### src/rtl/fifo_uart_tx.sv
// -----------------------------------------------------------------------------
// fifo_uart_tx
//
// Drains an 8-bit FIFO one byte at a time and serialises each byte onto a
// UART line. The default frame is 8N1: start bit, data LSB first, stop bit.
// At most one byte is read from the FIFO per transmitted frame.
//
// Optional feature: define UART_TX_PARITY_EN to add an even-parity bit
// between data bit 7 and the stop bit, giving 11-bit frames. With the macro
// undefined, the frame is the plain 10-bit 8N1 frame.
//
// Parameters
//   CLKS_PER_BIT  clock cycles per serial bit (>= 2)
//
// Ports
//   clk         in   system clock, rising edge
//   rst         in   asynchronous active-low reset
//   tx_en       in   permission to start a new frame (sampled in IDLE only)
//   fifo_empty  in   FIFO empty flag
//   fifo_dout   in   FIFO read data, valid the cycle after a fifo_re pulse
//   fifo_re     out  FIFO read strobe, one-cycle pulse per byte (registered)
//   tx          out  serial line, idles high (registered)
//   busy        out  high in every state except IDLE
//   tx_done     out  one-cycle pulse on the last cycle of the stop bit
//   state_dbg   out  current FSM state, for debug and checker binding
//
// FIFO handshake: fifo_re is raised for exactly one cycle (the FETCH state),
// and only after IDLE has seen fifo_empty low. The FIFO presents the byte on
// fifo_dout during the following cycle (LOAD), and the shift register
// captures it on the closing edge of LOAD. fifo_empty is ignored in every
// other state, so a read is never issued against an empty FIFO.
// -----------------------------------------------------------------------------
module fifo_uart_tx #(
    parameter int CLKS_PER_BIT = 16
) (
    input  logic       clk,
    input  logic       rst,
    input  logic       tx_en,
    input  logic       fifo_empty,
    input  logic [7:0] fifo_dout,
    output logic       fifo_re,
    output logic       tx,
    output logic       busy,
    output logic       tx_done,
    output logic [2:0] state_dbg
);

    localparam int BAUD_W = (CLKS_PER_BIT > 2) ? $clog2(CLKS_PER_BIT) : 1;
    localparam logic [BAUD_W-1:0] BAUD_MAX = BAUD_W'(CLKS_PER_BIT - 1);

    localparam logic [2:0] S_IDLE   = 3'd0;
    localparam logic [2:0] S_FETCH  = 3'd1;
    localparam logic [2:0] S_LOAD   = 3'd2;
    localparam logic [2:0] S_START  = 3'd3;
    localparam logic [2:0] S_DATA   = 3'd4;
`ifdef UART_TX_PARITY_EN
    localparam logic [2:0] S_PARITY = 3'd5;
`endif
    localparam logic [2:0] S_STOP   = 3'd6;

    logic [2:0]        state;
    logic [BAUD_W-1:0] baud_cnt;
    logic [2:0]        bit_cnt;
    logic [7:0]        shreg;
    logic              bit_end;
`ifdef UART_TX_PARITY_EN
    logic              parity;
`endif

    assign bit_end   = (baud_cnt == BAUD_MAX);
    assign busy      = (state != S_IDLE);
    assign tx_done   = (state == S_STOP) && bit_end;
    assign state_dbg = state;

    // tx and fifo_re are assigned together with the state transition that
    // enters the state they belong to, so both come straight from flops and
    // track the state register cycle for cycle.
    always_ff @(posedge clk or negedge rst) begin
        if (!rst) begin
            state    <= S_IDLE;
            baud_cnt <= '0;
            bit_cnt  <= '0;
            shreg    <= '0;
            tx       <= 1'b1;
            fifo_re  <= 1'b0;
`ifdef UART_TX_PARITY_EN
            parity   <= 1'b0;
`endif
        end else begin
            case (state)
                S_IDLE: begin
                    tx <= 1'b1;
                    if (tx_en && !fifo_empty) begin
                        state   <= S_FETCH;
                        fifo_re <= 1'b1;
                    end
                end

                S_FETCH: begin
                    fifo_re <= 1'b0;
                    state   <= S_LOAD;
                end

                S_LOAD: begin
                    shreg    <= fifo_dout;
`ifdef UART_TX_PARITY_EN
                    parity   <= ^fifo_dout;
`endif
                    baud_cnt <= '0;
                    tx       <= 1'b0;
                    state    <= S_START;
                end

                S_START: begin
                    if (bit_end) begin
                        baud_cnt <= '0;
                        bit_cnt  <= '0;
                        tx       <= shreg[0];
                        state    <= S_DATA;
                    end else begin
                        baud_cnt <= baud_cnt + 1'b1;
                    end
                end

                S_DATA: begin
                    if (bit_end) begin
                        baud_cnt <= '0;
                        if (bit_cnt == 3'd7) begin
`ifdef UART_TX_PARITY_EN
                            tx    <= parity;
                            state <= S_PARITY;
`else
                            tx    <= 1'b1;
                            state <= S_STOP;
`endif
                        end else begin
                            // Shift right at the boundary; the next bit to
                            // send is the current bit 1, i.e. the new bit 0.
                            bit_cnt <= bit_cnt + 1'b1;
                            shreg   <= {1'b0, shreg[7:1]};
                            tx      <= shreg[1];
                        end
                    end else begin
                        baud_cnt <= baud_cnt + 1'b1;
                    end
                end

`ifdef UART_TX_PARITY_EN
                S_PARITY: begin
                    if (bit_end) begin
                        baud_cnt <= '0;
                        tx       <= 1'b1;
                        state    <= S_STOP;
                    end else begin
                        baud_cnt <= baud_cnt + 1'b1;
                    end
                end
`endif

                S_STOP: begin
                    if (bit_end) begin
                        baud_cnt <= '0;
                        state    <= S_IDLE;
                    end else begin
                        baud_cnt <= baud_cnt + 1'b1;
                    end
                end

                default: begin
                    state    <= S_IDLE;
                    baud_cnt <= '0;
                    tx       <= 1'b1;
                    fifo_re  <= 1'b0;
                end
            endcase
        end
    end

endmodule

### config.mk
export PLATFORM = sky130hd
export DESIGN_NAME = fifo_uart_tx
export DESIGN_NICKNAME = d
export VERILOG_FILES = /design/src/rtl/fifo_uart_tx.sv
export SDC_FILE = /design/constraint.sdc
export NUM_CORES = 1
export LEC_CHECK = 0
export CAP_MARGIN = 20
export CORE_ASPECT_RATIO = 1.2
export CORE_MARGIN = 3
export CORE_UTILIZATION = 60
export CTS_CLUSTER_DIAMETER = 150
export CTS_CLUSTER_SIZE = 28
export DETAILED_ROUTE_END_ITERATION = 10
export DONT_BUFFER_PORTS = 1
export PLACE_DENSITY = 0.76
export SYNTH_ARGS = -nofsm -noshare
export SYNTH_HDL_FRONTEND = slang
export SYNTH_SLANG_ARGS = --single-unit
export TNS_END_PERCENT = 20
### constraint.sdc
create_clock -name clk -period 2.1 [get_ports clk]
set_input_delay 0.315 -clock clk [delete_from_list [all_inputs] [get_ports clk]]
set_output_delay 0.315 -clock clk [all_outputs]
set_load 0.01 [all_outputs]
==> metrics.md, run 1 <==
| Metric | Value |
|---|---|
| Final hold violation count | 0 |
| Crit start category | flop |
| # IOs | 19 |
| DIE AREA | approximately 0.0025 mm2 |
| Hold path cells | 2 |
| Syn-to-layout area delta | 3.16% |
| Cts bufs inserted | 3 |
| Via count of the first global-routing pass | ~840 |
| Post-DP HPWL | ~1600 um |
| EDFF count, synth | 0 |
| Maximum buffer depth of the clock tree | 2 |
| Category of the critical setup timing path | reg2out |
| Sum Neg Setup Slack | 0 ps |
| Fmax achieved | ~0.52 GHz |
| Required time of the critical path | between 1500 and 2000 ps |
| Power density cells | between 500 and 600 mW/mm2 |
| Type of the most critical hold path | in2reg |
| CTS tree | built |
| Signal arrival time at the worst endpoint | 1610 ps |
| Reg2Reg Setup Slack | around 320 ps |
| Maximum number of pins on one net before global-route repair | 21 |
| Number of buffer and inverter stages on the critical path | 0 |
| Overall die width | around 46 um |
| Post-route cell area | between 0.001 and 0.0015 mm2 |
| Total number of placement rows | 16 |
| Critical path endpoint category | output port |
| Unrepaired setup endpoints after global routing | no |
| Total Nets Final | roughly 140 |
| Final-report max-slew violation count | 0 |
| Cell at the slowest stage of the critical path | dfrtp_1 |
| Hold EP | shreg[7] |
| Ratio of cells with drive above 1 in the final layout | 0.158 |
| End of the worst register-to-register path | bit_cnt[0] |
| Weighted congestion reported at the end of routability-driven placement | 0.820 |
| Time the worst path needs with I/O delays and setup | 1920 ps |
| CTS H-tree depth | 1 |
| Startpoint of the most critical hold path | fifo_dout[7] |
| Post-detailed-route count of antenna-violating nets | 0 |
| TritonCTS Sinks | 20 |
| Max cap viols | 0 |
| Buffer type at the clock tree root | clkbuf_4 |
| Number of endpoints failing setup at the final stage | 0 |
| Sequential share of the synthesized area | 0.437 |
| Leakage power of the design | between 0.5 and 0.6 nW |
| Core Area | between 0.0015 and 0.002 mm2 |
| Worst-path fanout max | 9 |
| Outcome | completed |
| CP max stage delay | around 440 ps |
| Router iterations before antenna repair | 4 |
| Combined area of all synthesized cells | between 0.001 and 0.0015 mm2 |
| Antenna violations before repair | 0 |
| Cell chain of the critical path | ha_1 -> and3_2 -> nand2_1 -> nor3_2 |
| ANT cells | 0 |
| Die extent in y | around 54 um |
| Cell area reported after detailed placement | 0.00114 mm2 |
| Port buffer count | 0 |
| Maximum vdd ir drop | about 430 uV |
| Post-Syn Nets | ~130 |
| Starting density of the core | 0.667 |
| DRC violation count after routing | 0 |
| First-pass GRT wire length | ~3600 um |
| Share of synthesized flip-flops with an asynchronous set or reset | 1.00 |
| Clock tree skew after final layout | approximately 3.8 ps |
| Number of buffers added for setup after CTS | 0 |
| Top flip-flop cell by instance count after synthesis | dfrtp_1 |
| Gr usage total | 0.198 |
| Origin of the critical flop-to-flop path | bit_cnt[0] |
| WL/cell | between 15 and 20 um |
| First DRT Iteration DRCs | 10 |
| Largest delay contributor family on the critical path | simple AND/OR/NAND/NOR gates |
| Actual slew at the worst max-slew pin | approximately 910 ps |
| Drt via density | 6.33 |
| Layout fillers | 130 |
| Clock latency at the later pin of the worst-skew pair | approximately 290 ps |
| Max_slew headroom | 0.392 |
| Syn Inst Count | around 120 |
| Residual overflow from global routing | 0 |
| Number of warnings issued by yosys | 0 |
| Number of synthesized register bits | 20 |
| Clock transition at the register clock pins on the worst setup and hold paths after CTS | between 100 and 150 ps |
| Post-Route WL | 2100 um |
| Unique cell type count in the Yosys netlist | 37 |
| Post-Syn Area per Cell | between 9 and 10 um2 |
| Final Cycle Share | 0.915 |
| Vias | approximately 870 |
| FF-to-FF path depth | 5 |
## power by group
| group | total (W) | switching (W) | internal [W] |
|---|---|---|---|
| Combinational | 0.0000197 | 0.0000118 | 0.00000787 |
| Clock | 0.000185 | 0.000112 | 0.0000738 |
| Sequential | 0.000399 | 0.00000545 | 0.000393 |
| Total | 0.000604 | 0.000129 | 0.000475 |
## cell usage in the layout (no fill, tap or decap), types with 2 or more instances in the layout
cell | Yosys | final
dfrtp_1 | 19 | 19
mux2i_1 | 7 | 7
o21ai_2 | 3 | 3
or3_1 | 2 | 2
nor2_1 | 6 | 6
ha_1 | 3 | 3
nor3b_2 | 2 | 2
nor3_1 | 3 | 2
o21ai_0 | 13 | 13
nand3_1 | 2 | 2
a21oi_1 | 10 | 10
inv_1 | 2 | 2
buf_4 | 1 | 3
a22o_1 | 3 | 3
nand2_1 | 16 | 16
clkbuf_4 | 0 | 3
## sequential cells by signal, summed over array words and instances, names as in the netlist
| register | cells |
|---|---|
| shreg | 8 |
| baud_cnt | 4 |
| bit_cnt | 3 |
| state_dbg | 3 |
| fifo_re | 1 |
| tx | 1 |
## worst max path at each step
stage / start / end / slack, ps / cells past startpoint
detailed placement: baud_cnt[0] / tx_done / 330 / 4
global placement: baud_cnt[0] / tx_done / 400 / 4
finish: baud_cnt[0] / tx_done / 180 / 4
CTS: baud_cnt[0] / tx_done / 80 / 4
floorplan: bit_cnt[0] / bit_cnt[0] / 510 / 5
global route: baud_cnt[0] / tx_done / 40 / 4
## logic make-up after synthesis
kind of cell,share of synthesized area
AO/OA/AOI/OAI,0.187
XOR/XNOR,0.00763
adder cells (fa/ha/maj),0.0327
buffers and inverters,0.0512
flip-flops,0.437
multiplexers,0.0708
AND/OR/NAND/NOR,0.214
## worst register-to-register path, stage by stage, from the launching register on
cell,delay [ps]
dfrtp_1,410
ha_1,210
ha_1,240
nor4b_4,310
o21ai_0,210
mux2_2,300
## repair_timing
item                                    CTS  global route
resized for setup                         1             1
hold buffers                              1             0
endpoints found under the hold margin    20             0
endpoints found under the setup margin    1             1
## per-stage QoR
step | setup WS, ps | hold slack [ps] | std cells | utilization | total power [W]
global placement | 402 | 19.9 | 133 | 0.664 | 0.000417
global route | 38.7 | 159 | 138 | 0.688 | 0.000628
finish | 178 | 152 | 138 | 0.688 | 0.000604
detailed placement | 332 | 19.9 | 133 | 0.664 | 0.000418
CTS | 79.4 | 156 | 138 | 0.685 | 0.000610
floorplan | 512 | 19.4 | 118 | - | 0.000415
## synth_stat cells, types with 3 or more instances
cell     number  area share
a21oi_1      10       0.044
a22o_1        3       0.023
buf_6         3       0.029
dfrtp_1      19        0.41
ha_1          3       0.033
mux2i_1       7       0.061
nand2_1      16       0.052
nor2_1        6       0.020
nor3_1        3       0.013
o21ai_0      13       0.057
o21ai_2       3       0.023
## per-layer routing
layer,global-route usage,vias to the layer above,share of wire
li1,-,427,-
met1,0.233,420,0.44
met2,0.356,24,0.51
met3,0.0301,2,0.047
met4,0.0711,0,0.0081
met5,0,-,0
## layout make-up
type | instances | area, um2 | area share
multi-input combinational | 90 | 594 | 0.502
tap | 18 | 22.5 | 0.0190
timing repair buffer | 4 | 32.5 | 0.0275
inverter | 2 | 7.51 | 0.00634
clock buffer | 4 | 26.3 | 0.0222
sequential | 20 | 502 | 0.423
(Power assumes the default switching activity.)
==> run 2, diff against run 1 <==
CAP_MARGIN = not set   (was 20)
CTS_BUF_LIST = sky130_fd_sc_hd__clkbuf_16   (was not set)
REMOVE_ABC_BUFFERS = 1   (was not set)
==> metrics.md, run 2 (synthesis results as in run 1) <==
| Metric | Value |
|---|---|
| Net switching power | 0.000154 W (+19%) |
| DRC violation count after routing | 0 (unchanged) |
| Internal cell power | 0.000656 W (+38%) |
| Worst Setup Slack, final | 109 ps (-68.4 ps) |
| Total number of placement rows | 16 (unchanged) |
| Final hold violation count | 0 (unchanged) |
| WL/cell | 16.0 um (+4.9%) |
| Number of cells in the finished layout apart from fillers | 138 (unchanged) |
| Sum Neg Setup Slack | 0 ps (unchanged) |
| Weighted congestion reported at the end of routability-driven placement | 0.808 (-1.4%) |
| Top reg by flops | shreg |
| Max_slew headroom | 0.384 (-0.00747) |
| Outcome | completed |
| Clock tree skew after final layout | 3.66 ps (-0.192 ps) |
| DIE AREA | 0.00248 mm2 (unchanged) |
| Power density cells | 657 mW/mm2 (+29%) |
| Overall die width | 45.9 um (unchanged) |
| Final-report max-slew violation count | 0 (unchanged) |
| Total Nets Final | 136 (unchanged) |
| Buffer type at the clock tree root | clkbuf_16 |
| Category of the critical setup timing path | reg2out |
| Switching Share | 0.190 (-0.0234) |
| First DRT Iteration DRCs | 12 (+2) |
| Critical path endpoint category | output port |
| Number of endpoints failing setup at the final stage | 0 (unchanged) |
| Post-detailed-route count of antenna-violating nets | 0 (unchanged) |
| Time the worst path needs with I/O delays and setup | 1990 ps (+68.4 ps) |
| Vias | 875 (+0.23%) |
| Commonest cells after routing, fill and taps aside | dfrtp_1, nand2_1, o21ai_0, a21oi_1, mux2i_1 |
| ANT cells | 0 (unchanged) |
| Setup Slack @ Placement | 204 ps (-128 ps) |
| Gr usage total | 0.222 (+0.0242) |
| Fmax achieved | 0.502 GHz (-3.4%) |
| Maximum vdd ir drop | 572 uV (+34%) |
| Commonest non-fill, non-tap cell in the layout | dfrtp_1 |
| Maximum number of pins on one net before global-route repair | 21 (unchanged) |
| CTS tree | built |
| Number of instances in the placed design | 133 (unchanged) |
| Signal arrival time at the worst endpoint | 1680 ps (+70 ps) |
| Type of the most critical hold path | in2reg |
| Leakage power of the design | 0.572 nW (+4.0%) |
| Sequential fraction of design power | 0.494 (-0.167) |
| Clock transition at the register clock pins on the worst setup and hold paths after CTS | 50 ps (-60 ps) |
| Cell area reported after detailed placement | 0.00114 mm2 (unchanged) |
| Max cap viols | 0 (unchanged) |
| Die extent in y | 53.9 um (unchanged) |
| Syn-to-layout area delta | 7.30% |
| Clock latency at the later pin of the worst-skew pair | 250 ps (-40 ps) |
| Post-route cell area | 0.00123 mm2 (+4.0%) |
| Required time of the critical path | 1780 ps (about the same) |
| Final Cycle Share | 0.948 (+0.0326) |
| Port buffer count | 0 (unchanged) |
| CTS H-tree depth | 1 (unchanged) |
| Via count of the first global-routing pass | 907 (+8.1%) |
| Post-DP HPWL | 1560 um (-2.3%) |
| Layout fillers | 138 (+6.2%) |
| Drt via density | 6.34 (+0.23%) |
| Actual slew at the worst max-slew pin | 920 ps (+11.2 ps) |
| Maximum buffer depth of the clock tree | 2 (unchanged) |
| Crit start category | flop |
| Core Area | 0.00172 mm2 (unchanged) |
| Residual overflow from global routing | 0 (unchanged) |
| # IOs | 19 (unchanged) |
| Worst-path fanout max | 9 (unchanged) |
| Utilization of the core after routing | 0.716 (+0.0276) |
| Unrepaired setup endpoints after global routing | no |
| First-pass GRT wire length | 3880 um (+8.7%) |
| Cts bufs inserted | 3 (unchanged) |
| Part of the power in the clock network | 0.481 (+0.174) |
| Flip-flop count of the largest register after layout | 8 (unchanged) |
| Starting density of the core | 0.667 (unchanged) |
| Post-Route WL | 2210 um (+4.9%) |
| Ratio of cells with drive above 1 in the final layout | 0.150 (-0.00833) |
| Power share of the combinational group | 0.025 (-0.008) |
| TritonCTS Sinks | 20 (unchanged) |
| Antenna violations before repair | 0 (unchanged) |
| Number of buffers added for setup after CTS | 0 (unchanged) |
| Largest regs | shreg x8, baud_cnt x4 |
| Router iterations before antenna repair | 4 (unchanged) |
-- run 2: cell count changes in the layout (fill, tap and decap cells not counted), sizes merged --
cell | before | now
clkinv | 0 | 1
clkbuf | 4 | 3
-- run 2: power by group through the flow --
stage	clock network, W	registers, W	logic, W
after floorplan	0	0.000405	0.0000101
after global placement	0	0.000406	0.0000108
after detailed placement	0	0.000407	0.0000115
after CTS	0.000399	0.000400	0.0000205
after global routing	0.000413	0.000401	0.0000229
final	0.000389	0.000400	0.0000199
-- run 2: critical path, stage by stage, from the launching register on --
cell	delay (ps)
dfrtp_1	400
ha_1	300
and3_2	330
nand2_1	80
nor3_1	310
-- run 2: metal layers --
metal	vias to the layer above	share of wire	track usage
met5	-	0	0
met4	0	0.024	0.118
met3	5	0.040	0.0334
met2	20	0.53	0.392
met1	427	0.40	0.251
li1	423	-	-
-- run 2: repair_timing --
item,CTS,global route
endpoints found under the hold margin,20,0
resized for setup,0,1
hold buffers,1,0
endpoints found under the setup margin,0,1
-- run 2: stage by stage --
step / hold slack (ps) / power (W)
6_report: 186 / 0.000810
5_1_grt: 200 / 0.000837
4_1_cts: 189 / 0.000820
3_5_place_dp: 19.9 / 0.000418
3_3_place_gp: 19.8 / 0.000417
2_1_floorplan: 19.4 / 0.000415
-- run 2: layout make-up --
class	instances	area (um2)	share of cell area
inverter	2	7.51	0.00609
clock buffer	3	75.1	0.0609
sequential	20	502	0.407
multi-input combinational	90	589	0.478
clock inverter	1	3.75	0.00305
tap	18	22.5	0.0183
timing repair buffer	4	32.5	0.0264
-- run 2: worst paths after layout --
check / from / end / slack [ps] / cells after the start
hold reg to reg: shreg[2] / shreg[2] / 490 / 2
setup / recovery: baud_cnt[0] / tx_done / 110 / 4
max in group asynchronous: rst / bit_cnt[0] / 890 / 1
hold / removal: fifo_dout[7] / shreg[7] / 190 / 2
setup reg to reg: baud_cnt[0] / shreg[2] / 220 / 4
min in group asynchronous: rst / baud_cnt[2] / 650 / 1
